## src/rtl/lsu.sv

```systemverilog
// Load/store unit: runs one req/ack bus transaction per memory op, aligning and
// extending load data or lane-replicating store data with byte enables.
module lsu #(
    parameter int TIMEOUT_CYCLES = 255
) (
    input  logic        clk_i,
    input  logic        rst_ni,
    input  logic        start_i,
    input  logic        is_load_i,
    input  logic        is_store_i,
    input  logic [2:0]  funct3_i,
    input  logic [31:0] addr_i,
    input  logic [31:0] store_data_i,
    output logic [31:0] load_result_o,
    output logic        done_o,
    output logic [1:0]  err_o,
    output logic        mem_req_o,
    output logic        mem_we_o,
    output logic [31:0] mem_addr_o,
    output logic [31:0] mem_wdata_o,
    output logic [3:0]  mem_be_o,
    input  logic        mem_ack_i,
    input  logic [31:0] mem_rdata_i
);

    localparam int CW = (TIMEOUT_CYCLES > 0) ? $clog2(TIMEOUT_CYCLES + 1) : 1;
    localparam logic [CW-1:0] LAST = CW'((TIMEOUT_CYCLES > 0) ? TIMEOUT_CYCLES - 1 : 0);
    localparam bit TIMEOUT_EN = (TIMEOUT_CYCLES > 0);

    localparam logic [1:0] ERR_OK        = 2'b00;
    localparam logic [1:0] ERR_MISALIGN  = 2'b01;
    localparam logic [1:0] ERR_TIMEOUT   = 2'b10;
    localparam logic [1:0] ERR_ILLEGAL   = 2'b11;

    typedef enum logic [1:0] {
        IDLE,
        BUS,
        DONE
    } state_t;

    state_t state, state_n;

    logic [CW-1:0] count;
    logic [1:0]    offset;
    logic [2:0]    width;
    logic          load_op;

    logic          launch;
    logic          finish;
    logic          capture;
    logic [1:0]    err_n;

    logic          op_load;
    logic          illegal;
    logic          misaligned;
    logic [31:0]   wdata_n;
    logic [3:0]    be_n;
    logic [7:0]    lane_b;
    logic [15:0]   lane_h;
    logic [31:0]   load_ext;

    // Decode the incoming op; a start with both kinds set is treated as a load.
    always_comb begin
        op_load    = is_load_i;
        illegal    = 1'b0;
        misaligned = 1'b0;
        if (op_load) begin
            illegal = (funct3_i == 3'b011) || (funct3_i[2:1] == 2'b11);
        end else begin
            illegal = (funct3_i > 3'b010);
        end
        if (funct3_i[1:0] == 2'b01) begin
            misaligned = addr_i[0];
        end else if (funct3_i[1:0] == 2'b10) begin
            misaligned = (addr_i[1:0] != 2'b00);
        end
    end

    always_comb begin
        wdata_n = store_data_i;
        be_n    = 4'b1111;
        case (funct3_i[1:0])
            2'b00: begin
                wdata_n = {4{store_data_i[7:0]}};
                be_n    = 4'b0001 << addr_i[1:0];
            end
            2'b01: begin
                wdata_n = {2{store_data_i[15:0]}};
                be_n    = addr_i[1] ? 4'b1100 : 4'b0011;
            end
            default: begin
                wdata_n = store_data_i;
                be_n    = 4'b1111;
            end
        endcase
    end

    // Lane select uses the offset and width captured at launch, not the live inputs.
    always_comb begin
        lane_b   = 8'h00;
        lane_h   = 16'h0000;
        load_ext = mem_rdata_i;
        case (offset)
            2'b00:   lane_b = mem_rdata_i[7:0];
            2'b01:   lane_b = mem_rdata_i[15:8];
            2'b10:   lane_b = mem_rdata_i[23:16];
            default: lane_b = mem_rdata_i[31:24];
        endcase
        lane_h = offset[1] ? mem_rdata_i[31:16] : mem_rdata_i[15:0];
        case (width)
            3'b000:  load_ext = {{24{lane_b[7]}}, lane_b};
            3'b100:  load_ext = {24'h000000, lane_b};
            3'b001:  load_ext = {{16{lane_h[15]}}, lane_h};
            3'b101:  load_ext = {16'h0000, lane_h};
            default: load_ext = mem_rdata_i;
        endcase
    end

    always_ff @(posedge clk_i or negedge rst_ni) begin
        if (!rst_ni) begin
            state <= IDLE;
        end else begin
            state <= state_n;
        end
    end

    always_comb begin
        state_n = state;
        launch  = 1'b0;
        finish  = 1'b0;
        capture = 1'b0;
        err_n   = ERR_OK;
        case (state)
            IDLE: begin
                if (start_i && (is_load_i || is_store_i)) begin
                    if (illegal) begin
                        state_n = DONE;
                        finish  = 1'b1;
                        err_n   = ERR_ILLEGAL;
                    end else if (misaligned) begin
                        state_n = DONE;
                        finish  = 1'b1;
                        err_n   = ERR_MISALIGN;
                    end else begin
                        state_n = BUS;
                        launch  = 1'b1;
                    end
                end
            end
            BUS: begin
                if (mem_ack_i) begin
                    state_n = DONE;
                    finish  = 1'b1;
                    capture = load_op;
                end else if (TIMEOUT_EN && (count == LAST)) begin
                    state_n = DONE;
                    finish  = 1'b1;
                    err_n   = ERR_TIMEOUT;
                end
            end
            DONE: begin
                state_n = IDLE;
            end
            default: begin
                state_n = IDLE;
            end
        endcase
    end

    // Bus-side registers are loaded once at launch and held for the whole request.
    always_ff @(posedge clk_i or negedge rst_ni) begin
        if (!rst_ni) begin
            mem_req_o   <= 1'b0;
            mem_we_o    <= 1'b0;
            mem_addr_o  <= 32'h0000_0000;
            mem_wdata_o <= 32'h0000_0000;
            mem_be_o    <= 4'b0000;
            offset      <= 2'b00;
            width       <= 3'b000;
            load_op     <= 1'b0;
        end else begin
            mem_req_o <= (state_n == BUS);
            if (launch) begin
                mem_we_o    <= ~op_load;
                mem_addr_o  <= {addr_i[31:2], 2'b00};
                mem_wdata_o <= wdata_n;
                mem_be_o    <= op_load ? 4'b1111 : be_n;
                offset      <= addr_i[1:0];
                width       <= funct3_i;
                load_op     <= op_load;
            end
        end
    end

    always_ff @(posedge clk_i or negedge rst_ni) begin
        if (!rst_ni) begin
            done_o        <= 1'b0;
            err_o         <= ERR_OK;
            load_result_o <= 32'h0000_0000;
        end else begin
            done_o <= finish;
            err_o  <= err_n;
            if (capture) begin
                load_result_o <= load_ext;
            end
        end
    end

    // Counts req-high cycles without ack; cleared on every entry to BUS.
    always_ff @(posedge clk_i or negedge rst_ni) begin
        if (!rst_ni) begin
            count <= '0;
        end else if (launch) begin
            count <= '0;
        end else if (state == BUS) begin
            count <= count + CW'(1);
        end
    end

endmodule

```

## config.mk

```make
export PLATFORM = sky130hd
export DESIGN_NAME = lsu
export DESIGN_NICKNAME = d
export VERILOG_FILES = /design/src/rtl/lsu.sv
export SDC_FILE = /design/constraint.sdc
export NUM_CORES = 1
export LEC_CHECK = 0
export CELL_PAD_IN_SITES_DETAIL_PLACEMENT = 0
export CELL_PAD_IN_SITES_GLOBAL_PLACEMENT = 2
export CORE_AREA = 2 2 145 147
export CTS_CLUSTER_SIZE = 24
export DETAILED_ROUTE_END_ITERATION = 8
export DIE_AREA = 0 0 147 149
export GPL_TIMING_DRIVEN = 0
export PLACE_DENSITY = 0.84
export SYNTH_ARGS = -nofsm -noshare
export SYNTH_HDL_FRONTEND = slang
export SYNTH_SLANG_ARGS = --single-unit
```

## constraint.sdc

```tcl
create_clock -name clk_i -period 1.75 [get_ports clk_i]
set_input_delay 0.35 -clock clk_i [delete_from_list [all_inputs] [get_ports clk_i]]
set_output_delay 0.35 -clock clk_i [all_outputs]
set_load 0.005 [all_outputs]
```

==> key figures, run 1 <==
Setup path
  • Element type at the critical path start: register
  • Setup CP Type: reg2reg
  • Critical path data required time: 2.05 ns
  • Setup crit end kind: register
  • Flop2flop setup slack: 0.003 ns
  • Critical Path Fanout Max: 10
  • Arrival @ worst endpoint: 2.05 ns

Cells and area
  • Filler Cells Inserted: 1953
  • Final Cell Area: 0.009117 mm^2
  • Area Growth Syn to Fin: 61.68%
  • Share of cells above drive strength 1: 24.59%
  • NumNets Final: 822
  • FF+latch area: 0.002978 mm^2
  • Footprint of the multi-input gates: 0.002676 mm^2

Logic synthesis
  • Post-synthesis cell area: 0.005639 mm^2
  • Synth Flop Type: dfrtp_1
  • Post-Syn Area per Cell: 11.80 um^2
  • Synthesized flop and latch total: 119
  • Synthesized instance count: 478
  • Async S/R FF share, synth: 100.0%
  • Number of flops mapped to enable cells by yosys: 0
  • Ys Warns: 0
  • Seq/Total Area, Yosys: 52.81%
  • Synth cell types: 40

Clocking
  • H-tree depth: 4
  • Clock Path Buffers: 2
  • Insertion delay to the later sink of the worst-skew pair: 0.42 ns
  • Clock transition at the registers of the reported paths: 0.06 ns
  • Root Driver: clkbuf_16
  • Clock buffer count from CTS: 17
  • TritonCTS clock tree: yes
  • Sink Count: 119

Global routing
  • Tot GR Track Use: 15.47%
  • Largest net degree at the start of global routing: 89
  • Initial antenna violation count: 2
  • First-pass GRT wire length: 26520 um
  • Total grt overflow: 0
  • Vias in the first global route: 4732

Power
  • Switching power: 0.003882 W
  • Switching share of power: 30.36%
  • Pint: 0.008906 W
  • Final Total Pwr: 0.01279 W
  • Leakage power: 3.872 nW
  • Peak VDD IR: 0.6724 mV
  • Clock network fraction of total power: 26.7%
  • Comb pwr share: 38.3%
  • Seq pwr share: 35.0%
  • Pwr Density: 1403 mW/mm^2

Floorplan
  • Die ar.: 0.02190 mm^2
  • Ports: 210
  • Initial Utilization: 27.43%
  • Placeable Area: 0.02056 mm^2
  • Die Ht: 149 um
  • Die X-Extent: 147 um
  • Row count: 53

Flow run
  • Max-cap violations: 0

Routing
  • DR pass1 iterations: 7
  • WL per Instance: 17.01 um
  • Drc violations: 0
  • Vias per cell: 4.504
  • DR vias: 4527
  • Final wirelength: 17090 um
  • DRT antenna net count: 0
  • Iter 0 DRT Violations: 167

STA
  • Crit path time final: 1.747 ns
  • Setup TNS: 0 ns
  • Fmax: 0.5723 GHz
  • Hold Slack: 0.3449 ns
  • Unrepaired setup endpoints after global routing: yes
  • Clock Skew: 0.009611 ns
  • Final hold vios: 0
  • Final setup viols: 0
  • Max-slew violations: 0
  • Post-route clock period utilization: 99.86%
  • Setup WS post-layout: 0.002512 ns

Place
  • # port buffers: 206
  • Hpwl dp: 12230 um
  • Placer congestion estimate: 0.7605
  • Pre-CTS WS: -0.7701 ns
  • Post-DP Area: 0.008078 mm^2

Run status
  • Status: completed

Min path
  • Worst Hold Class: in2reg
[worst max-delay path, cell delays in order (launching register included)]
cell and delay [ns]:
dfrtp_1 0.42, nor4b_4 0.30, nor2b_4 0.27, buf_12 0.17
buf_12 0.15, mux2_1 0.32
[Yosys cell counts, types with 2 or more instances]
| cell | number | area share (%) |
|---|---|---|
| inv_1 | 4 | 0.27 |
| nor2_1 | 39 | 2.6 |
| mux2i_1 | 20 | 3.5 |
| nand2_1 | 48 | 3.2 |
| a21oi_1 | 11 | 0.98 |
| nor2b_1 | 9 | 1.0 |
| mux2_2 | 36 | 7.2 |
| buf_4 | 3 | 0.40 |
| a21oi_2 | 10 | 1.6 |
| dfrtp_1 | 119 | 53 |
| a211oi_1 | 9 | 1.2 |
| buf_6 | 8 | 1.6 |
| clkbuf_1 | 7 | 0.47 |
| mux2_1 | 58 | 12 |
| or2_2 | 2 | 0.22 |
| ha_1 | 2 | 0.44 |
| nand4_1 | 3 | 0.33 |
| xor2_1 | 5 | 0.78 |
| nor3b_1 | 8 | 1.1 |
| o21ai_1 | 6 | 0.53 |
| nand3_1 | 2 | 0.18 |
| buf_2 | 12 | 1.1 |
| and3_1 | 2 | 0.22 |
| o21ai_0 | 25 | 2.2 |
| nand2b_1 | 14 | 1.6 |
| or3_1 | 2 | 0.22 |
[registers in the layout (all words and copies together), names as in the netlist, 2 cells and up]
signal,flops
width,3
mem_be_o,4
state,2
load_result_o,32
mem_wdata_o,32
count,8
mem_addr_o,30
err_o,2
offset,2
[placed cells by master, fill, tap and decap left out, types with 6 or more instances in the layout]
| cell | netlist | routed |
|---|---|---|
| buf_2 | 12 | 8 |
| o21ai_1 | 6 | 6 |
| dfrtp_1 | 119 | 119 |
| inv_6 | 0 | 6 |
| mux2_1 | 58 | 11 |
| mux2i_1 | 20 | 20 |
| inv_8 | 0 | 6 |
| clkbuf_16 | 0 | 19 |
| buf_4 | 3 | 11 |
| nor2b_1 | 9 | 9 |
| a21oi_1 | 11 | 9 |
| o21ai_0 | 25 | 25 |
| nor3b_1 | 8 | 8 |
| a211oi_1 | 9 | 7 |
| a21oi_2 | 10 | 12 |
| mux2_4 | 1 | 49 |
| clkdlybuf4s50_1 | 0 | 201 |
| nor2_1 | 39 | 37 |
| nand2b_1 | 14 | 14 |
| buf_12 | 1 | 9 |
| nand2_1 | 48 | 48 |
| mux2_2 | 36 | 35 |
[path summary, 6_finish.rpt]
kind | start | end | cells after the start
min | funct3_i[2] | width[2] | 2
max | state[0] | mem_addr_o[2] | 5
min reg2reg | load_result_o[5] | load_result_o[5] | 2
max in group asynchronous | rst_ni | mem_wdata_o[10] | 3
min in group asynchronous | rst_ni | load_result_o[26] | 2
max reg2reg | state[0] | mem_addr_o[2] | 5
[metal layers]
metal	part of all wire [%]	up-vias	GRT usage (%)
met5	0	-	0
met4	1.5	0	5.048
met3	7.5	19	5.810
met2	48	147	24.74
met1	43	2226	19.45
li1	-	2135	-
[metrics by stage]
step | std cells | utilization [%]
after floorplan | 479 | -
after global placement | 960 | 39.15
after detailed placement | 961 | 39.29
after CTS | 999 | 42.76
after global routing | 1004 | 44.34
final | 1005 | 44.35
[power groups by stage]
stage               registers (W)  logic [W]  clock network [W]
finish                    0.00448    0.00490            0.00341
global placement          0.00444    0.00441                  0
CTS                       0.00446    0.00456            0.00351
global route              0.00462    0.00531            0.00364
floorplan                 0.00448    0.00164                  0
detailed placement        0.00449    0.00448                  0
[kinds of logic after synthesis]
kind of cell | share of synthesized area (%)
compound gates | 7.499
xor+xnor | 0.7765
fa+ha+maj | 0.4437
buf+inv | 4.149
flops | 52.81
mux | 22.59
other cells | 0.06650
simple gates | 11.67
[what timing repair did]
action                                  CTS  global route
resized for setup                        21            74
cloned                                    0             2
setup buffers                             5             2
hold buffers                              1             0
endpoints found under the setup margin   92           103
hold endpoints to repair                 31             0
pin swaps                                 1             3
[layout make-up]
class / count / area share [%]
Clock buffer: 17 / 4.666
Sequential cell: 119 / 32.66
Inverter: 4 / 0.1647
Multi-Input combinational cell: 325 / 29.35
Buffer: 31 / 3.321
Clock inverter: 15 / 1.592
Antenna cell: 2 / 0.05489
Timing Repair Buffer: 217 / 24.41
Tap cell: 275 / 3.774
Power figures use the tool's default switching activity.
==> inputs of run 2 (changes only) <==
- GPL_ROUTABILITY_DRIVEN: unset -> 0
==> results of run 2 <==
Final layout, timing and power as in run 1 (identical DEF).
